**src/rtl/seg_scan_driver.sv**
```systemverilog
// rtl/seg_scan_driver.sv - time-multiplexed N-digit seven-segment scan driver
// Scans one digit per slot, blanks the last cycle of each slot to avoid ghosting.
module seg_scan_driver #(
   parameter int N_DIGITS     = 4,
   parameter int SCAN_DIV     = 1000,
   parameter int BLINK_FRAMES = 64
) (
   input  logic                    clk,
   input  logic                    reset,
   input  logic [4*N_DIGITS-1:0]   digits,
   input  logic [N_DIGITS-1:0]     blank,
   input  logic                    blink_en,
   output logic [6:0]              seg,
   output logic [N_DIGITS-1:0]     an,
   output logic                    frame_tick
);

   localparam int CNT_W  = $clog2(SCAN_DIV);
   localparam int IDX_W  = (N_DIGITS > 1) ? $clog2(N_DIGITS) : 1;
   localparam int FCNT_W = (BLINK_FRAMES > 1) ? $clog2(BLINK_FRAMES) : 1;

   logic [CNT_W-1:0]    cnt_q, cnt_d;
   logic [IDX_W-1:0]    idx_q, idx_d;
   logic [FCNT_W-1:0]   fcnt_q, fcnt_d;
   logic                ph_q, ph_d;
   logic [6:0]          seg_q, seg_d;
   logic [N_DIGITS-1:0] an_q, an_d;
   logic                tick_q, tick_d;

   logic                slot_end, last_digit, frame_end;
   logic [3:0]          cur_nib;
   logic                cur_blank;

   function automatic logic [6:0] hex7(input logic [3:0] h);
      case (h)
         4'h0: hex7 = 7'h40;
         4'h1: hex7 = 7'h79;
         4'h2: hex7 = 7'h24;
         4'h3: hex7 = 7'h30;
         4'h4: hex7 = 7'h19;
         4'h5: hex7 = 7'h12;
         4'h6: hex7 = 7'h02;
         4'h7: hex7 = 7'h78;
         4'h8: hex7 = 7'h00;
         4'h9: hex7 = 7'h10;
         4'hA: hex7 = 7'h08;
         4'hB: hex7 = 7'h03;
         4'hC: hex7 = 7'h46;
         4'hD: hex7 = 7'h21;
         4'hE: hex7 = 7'h06;
         default: hex7 = 7'h0E;
      endcase
   endfunction

   always_comb begin
      slot_end   = (cnt_q == CNT_W'(SCAN_DIV - 1));
      last_digit = (idx_q == IDX_W'(N_DIGITS - 1));
      frame_end  = slot_end && last_digit;

      // Explicit mux avoids a variable part-select whose index math overflows idx width.
      cur_nib   = 4'h0;
      cur_blank = 1'b0;
      for (int i = 0; i < N_DIGITS; i++) begin
         if (idx_q == IDX_W'(i)) begin
            cur_nib   = digits[4*i +: 4];
            cur_blank = blank[i];
         end
      end

      cnt_d = slot_end ? '0 : cnt_q + 1'b1;

      idx_d = idx_q;
      if (slot_end)
         idx_d = last_digit ? '0 : idx_q + 1'b1;

      fcnt_d = fcnt_q;
      ph_d   = ph_q;
      if (frame_end) begin
         if (fcnt_q == FCNT_W'(BLINK_FRAMES - 1)) begin
            fcnt_d = '0;
            ph_d   = ~ph_q;
         end else begin
            fcnt_d = fcnt_q + 1'b1;
         end
      end

      an_d  = '1;
      seg_d = 7'h7F;
      if (!slot_end && !cur_blank && !(blink_en && ph_q)) begin
         an_d  = ~(N_DIGITS'(1) << idx_q);
         seg_d = hex7(cur_nib);
      end

      tick_d = frame_end;
   end

   always_ff @(posedge clk or posedge reset) begin
      if (reset) begin
         cnt_q  <= '0;
         idx_q  <= '0;
         fcnt_q <= '0;
         ph_q   <= 1'b0;
         seg_q  <= 7'h7F;
         an_q   <= '1;
         tick_q <= 1'b0;
      end else begin
         cnt_q  <= cnt_d;
         idx_q  <= idx_d;
         fcnt_q <= fcnt_d;
         ph_q   <= ph_d;
         seg_q  <= seg_d;
         an_q   <= an_d;
         tick_q <= tick_d;
      end
   end

   assign seg        = seg_q;
   assign an         = an_q;
   assign frame_tick = tick_q;

endmodule

```
**config.mk**
```make
export PLATFORM = sky130hd
export DESIGN_NAME = seg_scan_driver
export DESIGN_NICKNAME = d
export VERILOG_FILES = /design/src/rtl/seg_scan_driver.sv
export SDC_FILE = /design/constraint.sdc
export NUM_CORES = 1
export LEC_CHECK = 0
export CORE_MARGIN = 2
export CORE_UTILIZATION = 26
export DETAILED_ROUTE_END_ITERATION = 8
export GPL_TIMING_DRIVEN = 0
export PLACE_DENSITY = 0.47
export SETUP_SLACK_MARGIN = 0.5
export SLEW_MARGIN = 25
export SYNTH_ARGS = -nofsm -noshare
export SYNTH_HDL_FRONTEND = slang
export SYNTH_SLANG_ARGS = --single-unit
```
**constraint.sdc**
```tcl
create_clock -name clk -period 4.45 [get_ports clk]
set_input_delay 0.89 -clock clk [delete_from_list [all_inputs] [get_ports clk]]
set_output_delay 0.89 -clock clk [all_outputs]
set_load 0.1 [all_outputs]
```
; ---- Word-level counts from Yosys, hierarchy flattened
; Memory sizes are Yosys's and may differ from the RTL's.
; Cells that the tools add are included.
[classes]
reduce_logical = 9
n_shift = 1
n_addsub = 3
bitwise_logic = 2
muxes = 13
eq_ne = 5
[ops]
columns = operator, n
row1 = two-way mux 4 bit, 5
row2 = "adder 10 x 1 -> 10 bit, second input constant", 1
row3 = "== test 10 bit, second input constant", 1
row4 = two-way mux 10 bit, 1
row5 = two-way mux 7 bit, 1
row6 = "adder 6 x 1 -> 6 bit, second input constant", 1
row7 = "== test 6 bit, second input constant", 1
row8 = two-way mux 6 bit, 1
row9 = "== test 2 bit, second input constant", 2
row10 = logical AND 1 bit, 4
row11 = two-way mux 1 bit, 4
row12 = NOT 4 bit, 1
row13 = "<< shifter 1 x 2 -> 4 bit, first input constant", 1
row14 = logical NOT 1 bit, 3
row15 = "adder 2 x 1 -> 2 bit, second input constant", 1
row16 = "== test 2 x 1 -> 1 bit, second input constant", 1
row17 = logical NOT 2 bit, 1
row18 = two-way mux 2 bit, 1
row19 = AND reduction 2 bit, 1
row20 = NOT 1 bit, 1
[totals]
regBits = 31
romBits = 112
out_inout_bits = 12
in_bits = 23
n_memories = 1
[mem_list]
columns = memory, words, word_bits, read_ports, rd_ports_with_merged_regs, wr, line
row1 = (name not given), 16, 7, 1, 0, 0, 35  ; case (h)

; ---- Depth between registers and ports, before layout
[depth]
word_depth = 9
ltp_mapped = 11
ltp_nobuf = 10

; ---- Least setup slack after synthesis
; OpenSTA, ideal clock, no wires.
[synth_timing]
path_kind = reg-to-reg
from = register idx_q[1]
to = register seg_q[3] (netlist: seg[3])
period_less_slack_ns = 2.150
setup_slack_ns = 2.300
stages_incl_launch_ff = 12
setup_time_ns = 0.087
n_path_buf = 1
arrival_time_ns = 2.063
t_required_ns = 4.363
path_cell_list = dfrtp_1 > inv_1 > ha_1 > buf_6 > and2b_2 > a22oi_1 > a21oi_1 > inv_1 > ha_1 > nor2_1 > a211oi_1 > o21ai_0
[synth_between]
elab_chain_len = 9
elab_cells_between_ends = 17
[synth_lines]
columns = element, line
row1 = from (decl), 23  ; logic [IDX_W-1:0] idx_q, idx_d;
row2 = from (signal assigned), 108  ; idx_q <= idx_d;
row3 = "parallel branches: the longest is 8 deep, another holds memory read (16 x 7 bit)", -
row4 = two-way mux 7 bit (*), 89  ; if (!slot_end && !cur_blank && !(blink_en && ph_q)) begin
row5 = via seg_d[3], 26  ; logic [6:0] seg_q, seg_d;
row6 = to (signal assigned), 111  ; seg_q <= seg_d;
row7 = to (decl), 26
; Mark *: on every way through the listed nets, which the timed path passes.
; A chain may end at the register's enable or synchronous reset.

; ---- Final worst setup path
[layout_timing]
from = register seg_q[6] (netlist: seg[6])
to = output seg[6]
[layout_rtl]
columns = element, line
row1 = to (decl), 13  ; output logic [6:0] seg,
; No word-level cell between the ends.

==> flow_summary.yaml <==
routing:
  initialDrtViolationCount: 42
  vias: 1330
  vias_per_cell: 4.59
  remaining_drc_errors: 0
  drt-total-wl_um: 3710
  drt-pass1-iter-count: 4
  routedWlPerCell_um: 12.8
  ant_nets: 0
floorplanning:
  die_area_um2: 7190
  start_util_pct: 26.7
  io_pins: 35
  rows: 29
  design.core.area_um2: 6350
  die_w_um: 84.8
  dieHeight_um: 84.8
power:
  vdd.ir_drop.worst_uv: 156
  finalPower_uw: 632
  pwr_density_cell_nw_per_um2: 284
  power.leakage_nw: 0.958
synth:
  synth-main-ff-cell: "dfrtp_1"
  synth_area_per_cell_um2: 9.93
  postSynthCellCount: 171
  synth_top_area_share_pct: 29.5
  synth_area_leaders: "dfrtp_1, dfstp_2, ha_1"
  ys_async_sr_fraction_pct: 100
  synth-edff-count: 0
  ys_types: 40
  synth-seq-cells: 31
  yosysWarnings: 0
  syn_nets: 206
  ys_seq_area_share_pct: 46.5
  syn_area_um2: 1700
  synth_top_area_cell: "dfrtp_1"
sta:
  fmax_ghz: 0.353
  setup_viol: 0
  setup_tns_ps: 0
  clock_skew_ps: 6.50
  relSlewSlack_pct: 33.7
  worst_slew_pin_slew_ps: 991
  min_period_ps: 2830
  report.final.slew_viol_count: 0
  finalHoldViolCount: 0
  rsz0062_at_grt: "false"
  fin_crit_sh_pct: 63.6
  whs_ps: 481
worst_setup_path:
  max_stage_delay_ps: 1120
  end_kind: "output port"
  crit_type: "reg2out"
  cp_num_buf_inv: 1
  cpMaxStageDelayCell: "clkdlybuf4s50_1"
  cp_max_fo: 1
  cp-start-kind: "flop"
  required_ps: 3560
  cp_cell_sequence: "clkdlybuf4s50_1"
  cpLargestDelayFamily: "buffers and inverters"
  critPathArrivalTime_ps: 1940
grt:
  grtUsageTotal_pct: 11.2
  overflow: 0
  grt_max_degree: 32
  grt_pass1_wl_um: 6300
  antenna_found_initial: 0
  grt_pass1_vias: 1293
clock_tree:
  cts_tree: "done"
  numCtsBuffers: 5
  cts_root_buf: "clkbuf_8"
  clk_pin_slew_ps: 70
  postCtsHoldBufs: 0
  cts_buffer_depth: 2
  clkSinkCount: 31
  post-cts-setup-buffers: 0
  post_cts_resized: 0
  htreeDepth: 2
  clk_latency_ps: 280
placement:
  routabilityCongestion: 0.782
  dpl.hpwl_um: 2770
  port-buffer-count: 34
worst_hold_path:
  hold_path.class: "reg2reg"
layout:
  post-route-util_pct: 35.1
  multiInputGateArea_um2: 823
  area_growth_pct: 31.1
  fill_cells: 652
  drive_above_1_share_pct: 12.7
  regArea_um2: 790
  diodes: 0
  nets: 247
run_status:
  outcome: "finished clean"
job:
  drv_cap: 0
==> state kept, by name (all words and copies together) (netlist names) <==
register	cells
an	4
cnt_q	10
fcnt_q	6
frame_tick	1
idx_q	2
ph_q	1
seg	7
==> per-stage QoR <==
stage | area (um^2) | worst slack (ps) | std cells
after global routing | 2230 | 1580 | 290
after floorplan | 1700 | 2300 | 171
after global placement | 2130 | 1570 | 282
after detailed placement | 2130 | 1540 | 282
after CTS | 2230 | 1600 | 290
final | 2230 | 1620 | 290
==> cell usage after synthesis (all sizes together), types with 3 or more instances <==
library cell and n:
xor2 4, nor2 11, xnor2 4, nor2b 4
inv 13, nand2 22, o221ai 5, o21ai 11
o31ai 3, dfrtp 20, o22ai 3, a211oi 3
dfstp 11, nand3 6, ha 12, buf 4
a21oi 8
==> layer usage <==
| metal | up-vias | global-route usage [%] | part of all wire, % |
|---|---|---|---|
| met3 | 4 | 4.09 | 4.0 |
| met4 | 0 | 3.90 | 1.1 |
| li1 | 678 | - | - |
| met2 | 16 | 17.9 | 48 |
| met5 | - | 0 | 0 |
| met1 | 632 | 14.0 | 47 |
==> cell usage in the layout (no fill, tap or decap), types with 6 or more instances in the layout <==
cell              n
o21ai_0          10
dfrtp_1          20
inv_1            12
clkbuf_8          6
nand2_1          22
a21oi_1           8
dfstp_2          11
clkdlybuf4s50_1  34
nor2_1           11
ha_1             12
nand3_1           6
==> power breakdown <==
part           leakage, nW  total, mW  internal [mW]  switching [mW]
logic                0.528      0.106         0.0378          0.0677
registers            0.381      0.293          0.291         0.00140
clock network       0.0482      0.233          0.125           0.109
==> final timing paths <==
| kind | cells after the start | endpoint | startpoint | slack (ps) |
|---|---|---|---|---|
| min in group asynchronous | 2 | frame_tick | reset | 1010 |
| min reg2reg | 1 | ph_q | ph_q | 480 |
| min | 1 | ph_q | ph_q | 480 |
| max reg2reg | 10 | seg[3] | idx_q[0] | 1860 |
| max in group asynchronous | 2 | idx_q[1] | reset | 3020 |
| max | 1 | seg[6] | seg[6] | 1620 |
==> cell type report <==
type / instances / share of cell area, %
inverters: 13 / 2.19
repair buffers: 34 / 15.3
clock buffers: 7 / 3.88
plain buffers: 5 / 1.63
multi-input cells: 122 / 37.0
flip-flops and latches: 31 / 35.5
clock inverters: 1 / 0.225
well taps: 77 / 4.33
==> cell families (layout without fill, tap and decap cells) <==
kind of cell,count (synthesis),in the layout,share of synthesized area [%]
AND/OR/NAND/NOR,60,60,18.3
multiplexers,2,2,1.18
flip-flops,31,31,46.5
adder cells (fa/ha/maj),12,12,8.84
AO/OA/AOI/OAI,40,40,16.1
XOR/XNOR,8,8,4.13
buffers and inverters,18,60,5.01
(Power assumes the default switching activity.)
